<file path="config.mk">
export PLATFORM = sky130hd
export DESIGN_NAME = ana_pad_mux_seq
export DESIGN_NICKNAME = d
export VERILOG_FILES = /design/src/rtl/ana_pad_pkg.sv /design/src/rtl/ana_pad_mux_seq_sync2.sv /design/src/rtl/ana_pad_mux_seq.sv
export SDC_FILE = /design/constraint.sdc
export NUM_CORES = 1
export LEC_CHECK = 0
export ABC_AREA = 1
export CAP_MARGIN = 20
export CORE_ASPECT_RATIO = 1.4
export CORE_MARGIN = 2
export CORE_UTILIZATION = 30
export CTS_CLUSTER_DIAMETER = 30
export DETAILED_ROUTE_END_ITERATION = 6
export HOLD_SLACK_MARGIN = 0.03
export PLACE_DENSITY_LB_ADDON = 0.15
export SETUP_SLACK_MARGIN = 0.2
export SYNTH_ARGS = -nofsm -noshare
export SYNTH_HDL_FRONTEND = slang
export SYNTH_SLANG_ARGS = --single-unit
</file>
<file path="constraint.sdc">
create_clock -name CLK -period 2.2 [get_ports CLK]
set_clock_uncertainty 0.15 [all_clocks]
set_input_delay 0.44 -clock CLK [delete_from_list [all_inputs] [get_ports CLK]]
set_output_delay 0.44 -clock CLK [all_outputs]
set_load 0.02 [all_outputs]
</file>
<file path="src/rtl/ana_pad_pkg.sv">
// ana_pad_pkg
// Shared types and defaults for the analog pad switch sequencer.
//   state_e         : sequencer states (OFF, BREAK, MAKE, ON)
//   DEF_NCH         : default number of pad switch channels
//   DEF_BBM_CYC     : default break-before-make gap in clock cycles
//   DEF_SETTLE_CYC  : default post-make settling time in clock cycles
//   cnt_width()     : width of the shared BREAK/MAKE down-counter
//   CW              : counter width for the default timing values
package ana_pad_pkg;

  typedef enum logic [1:0] {
    ST_OFF   = 2'd0,
    ST_BREAK = 2'd1,
    ST_MAKE  = 2'd2,
    ST_ON    = 2'd3
  } state_e;

  localparam int DEF_NCH        = 4;
  localparam int DEF_BBM_CYC    = 4;
  localparam int DEF_SETTLE_CYC = 16;

  // The counter must hold the larger of the two reload values.
  function automatic int cnt_width(input int bbm, input int settle);
    int m;
    m = (bbm > settle) ? bbm : settle;
    return $clog2(m + 1);
  endfunction

  localparam int CW = cnt_width(DEF_BBM_CYC, DEF_SETTLE_CYC);

endpackage

</file>
<file path="src/rtl/ana_pad_mux_seq_sync2.sv">
// ana_sync2
// Two-flop synchronizer for a single asynchronous level signal.
//   clk_i  : destination clock
//   rst_ni : asynchronous active-low reset, both flops clear to 0
//   d_i    : asynchronous input level
//   q_o    : synchronized level, two clock edges behind d_i
module ana_sync2 (
  input  logic clk_i,
  input  logic rst_ni,
  input  logic d_i,
  output logic q_o
);

  logic meta_q;
  logic sync_q;

  always_ff @(posedge clk_i or negedge rst_ni) begin
    if (!rst_ni) begin
      meta_q <= 1'b0;
      sync_q <= 1'b0;
    end else begin
      meta_q <= d_i;
      sync_q <= meta_q;
    end
  end

  assign q_o = sync_q;

endmodule

</file>
<file path="src/rtl/ana_pad_mux_seq.sv">
// ana_pad_mux_seq
// Break-before-make sequencer for a bank of analog pad switches. A request
// for a new channel opens every switch for BBM_CYC cycles, closes the
// selected switch, waits SETTLE_CYC cycles, then reports SETTLED. Loss of
// the analog supply (PWR_OK, synchronized) forces all switches open.
//
// Ports:
//   CLK         : clock, rising edge
//   RN          : asynchronous active-low reset
//   PWR_OK      : analog supply power-good, asynchronous to CLK
//   SEL_VALID   : selection request valid
//   SEL_CH      : requested channel; one bit wider than ACT_CH so that
//                 out-of-range indices can be presented and flagged
//   SEL_OFF     : request all switches open (SEL_CH ignored)
//   SEL_READY   : request acceptance
//   SW_EN       : one-hot-or-zero switch enables
//   ACT_CH      : index of the enabled or pending channel
//   SETTLED     : selected switch closed and settling time elapsed
//   SEL_ERR     : one-cycle pulse, accepted request was out of range
//   dbg_state_o : current sequencer state
//
// Handshake: a request is taken on a rising CLK edge where SEL_VALID and
// SEL_READY are both high. SEL_READY is high only in OFF or ON with
// power-good; SEL_VALID is never queued while SEL_READY is low. A request
// taken in the cycle where power-good falls is superseded by the shutdown.
module ana_pad_mux_seq
  import ana_pad_pkg::*;
#(
  parameter int NCH        = DEF_NCH,
  parameter int BBM_CYC    = DEF_BBM_CYC,
  parameter int SETTLE_CYC = DEF_SETTLE_CYC,
  localparam int ACW       = (NCH > 1) ? $clog2(NCH) : 1,
  localparam int SCW       = ACW + 1
) (
  input  logic           CLK,
  input  logic           RN,
  input  logic           PWR_OK,
  input  logic           SEL_VALID,
  input  logic [SCW-1:0] SEL_CH,
  input  logic           SEL_OFF,
  output logic           SEL_READY,
  output logic [NCH-1:0] SW_EN,
  output logic [ACW-1:0] ACT_CH,
  output logic           SETTLED,
  output logic           SEL_ERR,
  output state_e         dbg_state_o
);

  localparam int             CNT_W       = cnt_width(BBM_CYC, SETTLE_CYC);
  localparam logic [CNT_W-1:0] BBM_LOAD    = CNT_W'(BBM_CYC - 1);
  localparam logic [CNT_W-1:0] SETTLE_LOAD = CNT_W'(SETTLE_CYC - 1);

  state_e           state_q, state_d;
  logic [CNT_W-1:0] cnt_q, cnt_d;
  logic [NCH-1:0]   sw_en_q, sw_en_d;
  logic [ACW-1:0]   act_ch_q, act_ch_d;
  logic             settled_q, settled_d;
  logic             err_q, err_d;
  logic             ready_q, ready_d;

  logic pwr_ok_s;
  logic accept;
  logic req_oob;
  logic req_same;
  logic new_sel;
  logic cnt_zero;

  ana_sync2 u_pwr_sync (
    .clk_i  (CLK),
    .rst_ni (RN),
    .d_i    (PWR_OK),
    .q_o    (pwr_ok_s)
  );

  assign accept   = SEL_VALID && ready_q;
  assign req_oob  = (SEL_CH >= SCW'(NCH));
  assign req_same = (SEL_CH == {1'b0, act_ch_q});
  assign cnt_zero = (cnt_q == '0);

  // A channel request restarts break-before-make unless it names the channel
  // that is already settled; re-selecting from OFF always goes through BREAK.
  assign new_sel = accept && !SEL_OFF && !req_oob &&
                   !((state_q == ST_ON) && req_same);

  // State and registered outputs.
  always_ff @(posedge CLK or negedge RN) begin
    if (!RN) begin
      state_q   <= ST_OFF;
      cnt_q     <= '0;
      sw_en_q   <= '0;
      act_ch_q  <= '0;
      settled_q <= 1'b0;
      err_q     <= 1'b0;
      ready_q   <= 1'b0;
    end else begin
      state_q   <= state_d;
      cnt_q     <= cnt_d;
      sw_en_q   <= sw_en_d;
      act_ch_q  <= act_ch_d;
      settled_q <= settled_d;
      err_q     <= err_d;
      ready_q   <= ready_d;
    end
  end

  // Next state and shared BREAK/MAKE down-counter.
  always_comb begin
    state_d = state_q;
    cnt_d   = cnt_q;
    if (!pwr_ok_s) begin
      state_d = ST_OFF;
      cnt_d   = '0;
    end else begin
      case (state_q)
        ST_OFF, ST_ON: begin
          if (accept && SEL_OFF) begin
            state_d = ST_OFF;
            cnt_d   = '0;
          end else if (new_sel) begin
            state_d = ST_BREAK;
            cnt_d   = BBM_LOAD;
          end
        end
        ST_BREAK: begin
          if (cnt_zero) begin
            state_d = ST_MAKE;
            cnt_d   = SETTLE_LOAD;
          end else begin
            cnt_d = cnt_q - CNT_W'(1);
          end
        end
        ST_MAKE: begin
          if (cnt_zero) begin
            state_d = ST_ON;
          end else begin
            cnt_d = cnt_q - CNT_W'(1);
          end
        end
        default: begin
          state_d = ST_OFF;
          cnt_d   = '0;
        end
      endcase
    end
  end

  // Next values of the registered outputs.
  always_comb begin
    sw_en_d   = sw_en_q;
    act_ch_d  = act_ch_q;
    settled_d = settled_q;
    err_d     = 1'b0;
    if (!pwr_ok_s) begin
      sw_en_d   = '0;
      settled_d = 1'b0;
    end else begin
      case (state_q)
        ST_OFF, ST_ON: begin
          if (accept) begin
            if (SEL_OFF) begin
              sw_en_d   = '0;
              settled_d = 1'b0;
            end else if (req_oob) begin
              err_d = 1'b1;
            end else if (new_sel) begin
              sw_en_d   = '0;
              settled_d = 1'b0;
              act_ch_d  = SEL_CH[ACW-1:0];
            end
          end
        end
        ST_BREAK: begin
          // Switches are all open here, so closing one cannot overlap.
          if (cnt_zero) begin
            sw_en_d = NCH'(1) << act_ch_q;
          end
        end
        ST_MAKE: begin
          if (cnt_zero) begin
            settled_d = 1'b1;
          end
        end
        default: begin
          sw_en_d   = '0;
          settled_d = 1'b0;
        end
      endcase
    end
    // Registered copy of "OFF/ON with power-good" for the state being entered.
    ready_d = pwr_ok_s && ((state_d == ST_OFF) || (state_d == ST_ON));
  end

  assign SEL_READY   = ready_q;
  assign SW_EN       = sw_en_q;
  assign ACT_CH      = act_ch_q;
  assign SETTLED     = settled_q;
  assign SEL_ERR     = err_q;
  assign dbg_state_o = state_q;

endmodule
</file>
==> results of run 1 <==
-- report_power, final --
group	switching [mW]	internal (mW)	total (mW)
clock	0.119	0.159	0.278
sequential	0.0448	0.367	0.412
combinational	0.219	0.142	0.361
total	0.383	0.668	1.05
-- repair_timing --
action / CTS / global route
resized for setup: 0 / 2
endpoints found under the setup margin: 0 / 2
hold buffers: 0 / 0
endpoints found under the hold margin: 0 / 0
-- synth_stat cells --
cell type  instances  area [sq um]
nand2_1           45         168.9
dfrtp_1           18         450.4
inv_1             14         52.55
nor2_1             8         30.03
o21ai_1            8         40.04
nand3_1            7         35.03
ha_1               5         62.56
nand4_1            5         31.28
nand3_2            3         30.03
clkinv_2           2         10.01
inv_2              2         7.510
nand2_2            2         12.51
nand2_4            2         22.52
nor2_2             2         12.51
nor2_4             2         22.52
nor3_1             2         10.01
o21ai_0            2         10.01
a21oi_4            1         16.27
a22oi_1            1         7.510
buf_6              1         11.26
nand3_4            1         17.52
nor3_2             1         10.01
o211ai_1           1         7.510
xnor2_1            1         8.760
xor2_1             1         8.760
-- cells by family after synthesis --
kind of cell | after synthesis
flip-flops | 18
buffers and inverters | 19
AO/OA/AOI/OAI | 13
adder cells (fa/ha/maj) | 5
XOR/XNOR | 2
AND/OR/NAND/NOR | 80
-- worst min-delay path by stage --
stage / slack, ps / end
after detailed placement: 190 / u_pwr_sync.q_o
after global routing: 220 / u_pwr_sync.q_o
after CTS: 210 / u_pwr_sync.q_o
after floorplan: -6 / ACT_CH[0]
after global placement: 180 / u_pwr_sync.q_o
final: 200 / u_pwr_sync.q_o
-- state kept, by name, summed over array words and instances (netlist names) --
| signal | flops |
|---|---|
| u_pwr_sync.q_o | 1 |
| ACT_CH | 2 |
| SEL_READY | 1 |
| cnt_q | 5 |
| SEL_ERR | 1 |
| dbg_state_o | 2 |
| u_pwr_sync.meta_q | 1 |
| SETTLED | 1 |
| SW_EN | 4 |
-- metrics by stage --
stage	std cells	utilization (%)	area (sq um)	hold slack, ps	setup WS (ps)
2_1_floorplan	137	-	1096	-5.591	448.7
3_3_place_gp	197	37.03	1325	184.1	295.6
3_5_place_dp	197	37.03	1325	187.3	261.3
4_1_cts	201	38.57	1380	206.0	234.9
5_1_grt	201	38.60	1381	223.9	201.7
6_report	201	38.60	1381	204.6	271.7
-- layout make-up --
type                       instances  area (sq um)
clock buffer                       4         55.05
inverter                          18         70.07
timing repair buffer              19         187.7
multi-input combinational        100         564.3
sequential                        18         451.7
fill                             386          2197
tap                               42         52.55
-- per-layer routing --
layer  up-vias  wire (um)
li1        483          -
met3         2         82
met2        14       1259
met4         0         27
met1       447        951
met5         -          0
==> flow_summary.toml, run 1 <==
[synthesis]
synth.net_count = 150
synth_fa_ha_area_share_pct = 5.708
ys_warn_count = 0
synthCells = 137
synth_compound_area_share_pct = 7.420
synth_top_family_by_area = "simple AND/OR/NAND/NOR gates"
seq_area_frac_synth_pct = 41.10
synth_cell_type_count = 25
yosys.area_share.xor_xnor_pct = 1.598
synthMuxAreaShare_pct = 0
yosys.area_share.simple_pct = 36.76
syn_avg_cell_area_sq_um = 8.000
synth.ff_latch_count = 18
synth_area_sq_mm = 0.001096

[setup_path]
crit_family = "buffers and inverters"
cp-endpoint = "dbg_state_o[1]"
required_ps = 1610
cp_num_buf_inv = 1
crit_path_start = "dbg_state_o[1]"
worstSetupStartpointType = "register"
cpMaxStageDelayCell = "clkdlybuf4s50_1"
r2r-start = "dbg_state_o[1]"
rrSetupSlack_ps = 390
critPathMaxStageDelay_ps = 640
cp_max_fo = 6
timing.rr.end = "SEL_READY"
worst_ep_arrival_time_ps = 1340
crit_chain = "clkdlybuf4s50_1"
endpoint_kind = "output pin"
cp.depth = 1
rr_worst_depth = 9
crit_type = "reg2out"

[global_routing]
grt_pass1_vias = 886
grt_use_met1_pct = 13.80
busiest_layer = "met2"
grt_max_degree = 19
overflow = 0
use_met2_pct = 22.62
grt_use_met3_pct = 2.353
track_usage_pct = 12.55
antenna_found_initial = 0
grt_pass1_wl_mm = 3.767

[timing]
report.final.slew_viol_count = 0
worstMarginPinSlew_ps = 351.3
setup_viol = 0
fin_tns_setup_ps = 0
finalCritPeriodShare_pct = 87.65
hold_viol = 0
fmax_ghz = 0.5186
slew_headroom_pct = 76.58
rsz0062_at_grt = "no"
layout_min_cycle_time_ps = 1928

[place]
gp_congestion = 0.7512
dp_hpwl_mm = 1.805
numPortBuffers = 18

[route]
drc = 0
viasPerCell = 4.706
wl_per_cell_um = 11.54
ant_nets = 0
firstDrtPassIters = 4
drt_wl_total_mm = 2.320
drt_iter0_drc = 20
via_count = 946

[worst_hold_path]
hp-class = "reg2reg"
worstHoldStart = "u_pwr_sync.meta_q"
whs_path_depth = 0

[final_layout]
layout.nets = 173
final_common_cell = "nand2_1"
layout-drive-gt1-share_pct = 15.72
final_cell_mix = "45 x nand2_1, 18 x clkdlybuf4s50_1, 17 x dfrtp_1"
diodes = 0
area_growth_pct = 26.03

[die]
rows = 26
start_util_pct = 30.63
core_sq_mm = 0.003578
die_x_um = 55.09
boundaryPins = 19
die_h_um = 75.52
die-area_sq_mm = 0.004160

[clock_tree]
htree_levels = 1
clk_pin_slew_ps = 70
cts_root_buf = "clkbuf_8"
clk_latency_ps = 250
postCtsSetupBuffers = 0
cts_made_buffers = 3
clock_sinks = 18
cts_buffer_depth = 2
cts_tree = "built"

[power]
vdd_drop_max_mv = 0.3588
power.total_mw = 1.051
leakagePower_nw = 0.6544
p_per_area_mw_per_mm2 = 760.7

[status]
status = "finished clean"

[run]
drv_cap = 0
Note: power is estimated with default switching activity, not from simulation.
==> inputs of run 2 (changes only) <==
--- a/config.mk
+++ b/config.mk
@@ -5,7 +5,7 @@
 export SDC_FILE = /design/constraint.sdc
 export NUM_CORES = 1
 export LEC_CHECK = 0
-export ABC_AREA = 1
+export ABC_AREA = 0
 export CAP_MARGIN = 20
 export CORE_ASPECT_RATIO = 1.4
 export CORE_MARGIN = 2
==> run 2 against run 1 <==
Against the previous run: clock power is 4% lower; sequential cell count stayed put; global-route usage is 1.7 points higher; largest power group is now combinational logic.
==> flow_summary.toml, run 2 <==
[synthesis]
synth.top_cells.by_count = "18 x dfrtp_1, 10 x inv_1, 10 x nand2_1"
synth_top_area_cell = "dfrtp_1"
synth_cell_type_count = 41
synth-edff-count = 0
synth.ff_latch_count = 18
ys_warn_count = 0
yosysMostFrequentCell = "dfrtp_1"
synth_top_area_share_pct = 41.91
synth.net_count = 124
synthTopCellsByArea = "dfrtp_1 42%, ha_1 5.8%, mux2_2 5.2%"
ys.flop_type = "dfrtp_1"
synthCells = 111
seq_area_frac_synth_pct = 41.91
async_flop_share_pct = 100.0
syn_avg_cell_area_sq_um = 9.683
synth_area_sq_mm = 0.001075

[setup_path]
worst_ep_arrival_time_ps = 2010
crit_type = "reg2reg"
cp_max_fo = 3
worstSetupStartpointType = "register"
required_ps = 2190
endpoint_kind = "register"

[route]
drt_wl_total_mm = 2.650
firstDrtPassIters = 4
drc = 0
via_count = 978
wl_per_cell_um = 13.87
drt_iter0_drc = 8
ant_nets = 0
viasPerCell = 5.120

[final_layout]
postLayoutCoreUtil_pct = 46.90
largest_reg_flops = 5
largest-register = "cnt_q"
diodes = 0
layout.nets = 165
final_cell_mix = "20 x buf_4, 16 x dfrtp_1, 14 x clkdlybuf4s50_1"
layout-drive-gt1-share_pct = 32.45
final_common_cell = "buf_4"
area_growth_pct = 48.78

[timing]
setup_viol = 0
layout_min_cycle_time_ps = 2022
rsz0062_at_grt = "yes"
slew_headroom_pct = 72.77
finalCritPeriodShare_pct = 91.90
fin_tns_setup_ps = 0
hold_viol = 0
report.final.slew_viol_count = 0
worstMarginPinSlew_ps = 408.5
fmax_ghz = 0.4946

[clock_tree]
cts_buffer_depth = 2
hold_buffers = 0
cts_root_buf = "clkbuf_8"
cts_made_buffers = 3
htree_levels = 1
cts_tree = "built"
clk_pin_slew_ps = 70
clk_latency_ps = 250
clock_sinks = 18

[die]
boundaryPins = 19
die_x_um = 54.59
die_h_um = 74.82
die-area_sq_mm = 0.004084
rows = 25
start_util_pct = 31.52
core_sq_mm = 0.003410

[power]
p_int_mw = 1.098
power_switching_mw = 0.6956
clkPwrFrac_pct = 14.9
power_frac_comb_pct = 57.3
p_sw_share_pct = 38.79
p_seq_share_pct = 27.8
p_per_area_mw_per_mm2 = 1121
vdd_drop_max_mv = 0.5961
leakagePower_nw = 0.7382

[global_routing]
grt_pass1_vias = 953
track_usage_pct = 14.26
grt_max_degree = 19
grt_pass1_wl_mm = 4.222
overflow = 0
antenna_found_initial = 0

[place]
numPortBuffers = 18
dp_hpwl_mm = 1.941
gp_congestion = 0.7769

[status]
status = "finished clean"

[worst_hold_path]
hp-class = "reg2reg"

[run]
drv_cap = 0
[run 2: cell count changes after synthesis, sizes merged, moves of 4 or more]
cell	previous run	this run
nor2	12	8
inv	16	10
nand2	49	10
nand3	11	4
nand4	5	1
o21ai	10	5
a21oi	1	5
mux2	0	5
[run 2: power by group through the flow]
stage | sequential (mW) | clock (mW) | combinational, mW
2_1_floorplan | 0.544 | 0 | 0.485
3_3_place_gp | 0.511 | 0 | 0.880
3_5_place_dp | 0.513 | 0 | 0.886
4_1_cts | 0.507 | 0.280 | 0.914
5_1_grt | 0.511 | 0.298 | 1.12
6_report | 0.499 | 0.268 | 1.03
[run 2: cell type report]
| class | instances | area (sq um) |
|---|---|---|
| fillers | 334 | 1810 |
| repair buffers | 39 | 347.8 |
| multi-input cells | 80 | 655.6 |
| inverters | 10 | 37.54 |
| clock buffers | 4 | 55.05 |
| well taps | 40 | 50.05 |
| flip-flops and latches | 18 | 452.9 |
[run 2: repair_timing]
item | in CTS | in global routing
setup endpoints to repair | 5 | 14
gates resized for setup | 6 | 16
gates cloned | 0 | 0
pin swaps | 2 | 2
setup buffers | 1 | 3
[run 2: per-layer routing]
metal,GRT usage [%],wire length (um),vias to the layer above
met4,7.222,45,0
met3,2.183,67,4
met5,0,0,-
met1,16.56,1132,478
met2,24.60,1404,18
li1,-,-,478
[run 2: path summary, 6_finish.rpt]
| check | end | start | cells past startpoint | slack [ps] |
|---|---|---|---|---|
| max reg2reg | SEL_READY | cnt_q[1] | 6 | 180 |
| min | u_pwr_sync.q_o | u_pwr_sync.meta_q | 0 | 200 |
| max | SEL_READY | cnt_q[1] | 6 | 180 |
| min reg2reg | u_pwr_sync.q_o | u_pwr_sync.meta_q | 0 | 200 |
| min in group asynchronous | cnt_q[1] | RN | 2 | 370 |
| max in group asynchronous | dbg_state_o[1] | RN | 2 | 1310 |
[run 2: through the flow]
stage | std cells | total power [mW] | worst slack [ps] | hold slack [ps] | instance area [sq um]
after global routing | 191 | 1.929 | 140.5 | 220.4 | 1599
after detailed placement | 183 | 1.399 | -35.95 | 190.5 | 1421
after global placement | 183 | 1.391 | 19.23 | 186.1 | 1421
after floorplan | 111 | 1.028 | 214.7 | -5.591 | 1076
final | 191 | 1.793 | 178.3 | 203.7 | 1599
after CTS | 188 | 1.701 | 182.7 | 207.4 | 1498
[run 2: critical path, cell delays in order (launching register included)]
cell and delay [ps]:
dfrtp_1 400, inv_1 100, ha_4 130, or4b_4 490, a211o_1 340, and4_4 200, mux2i_1 110
[run 2: cells by family after synthesis]
kind of cell / synth area share (%)
XOR/XNOR: 1.630
buffers and inverters: 4.657
flip-flops: 41.91
adder cells (fa/ha/maj): 5.821
AO/OA/AOI/OAI: 17.11
multiplexers: 7.101
AND/OR/NAND/NOR: 21.77
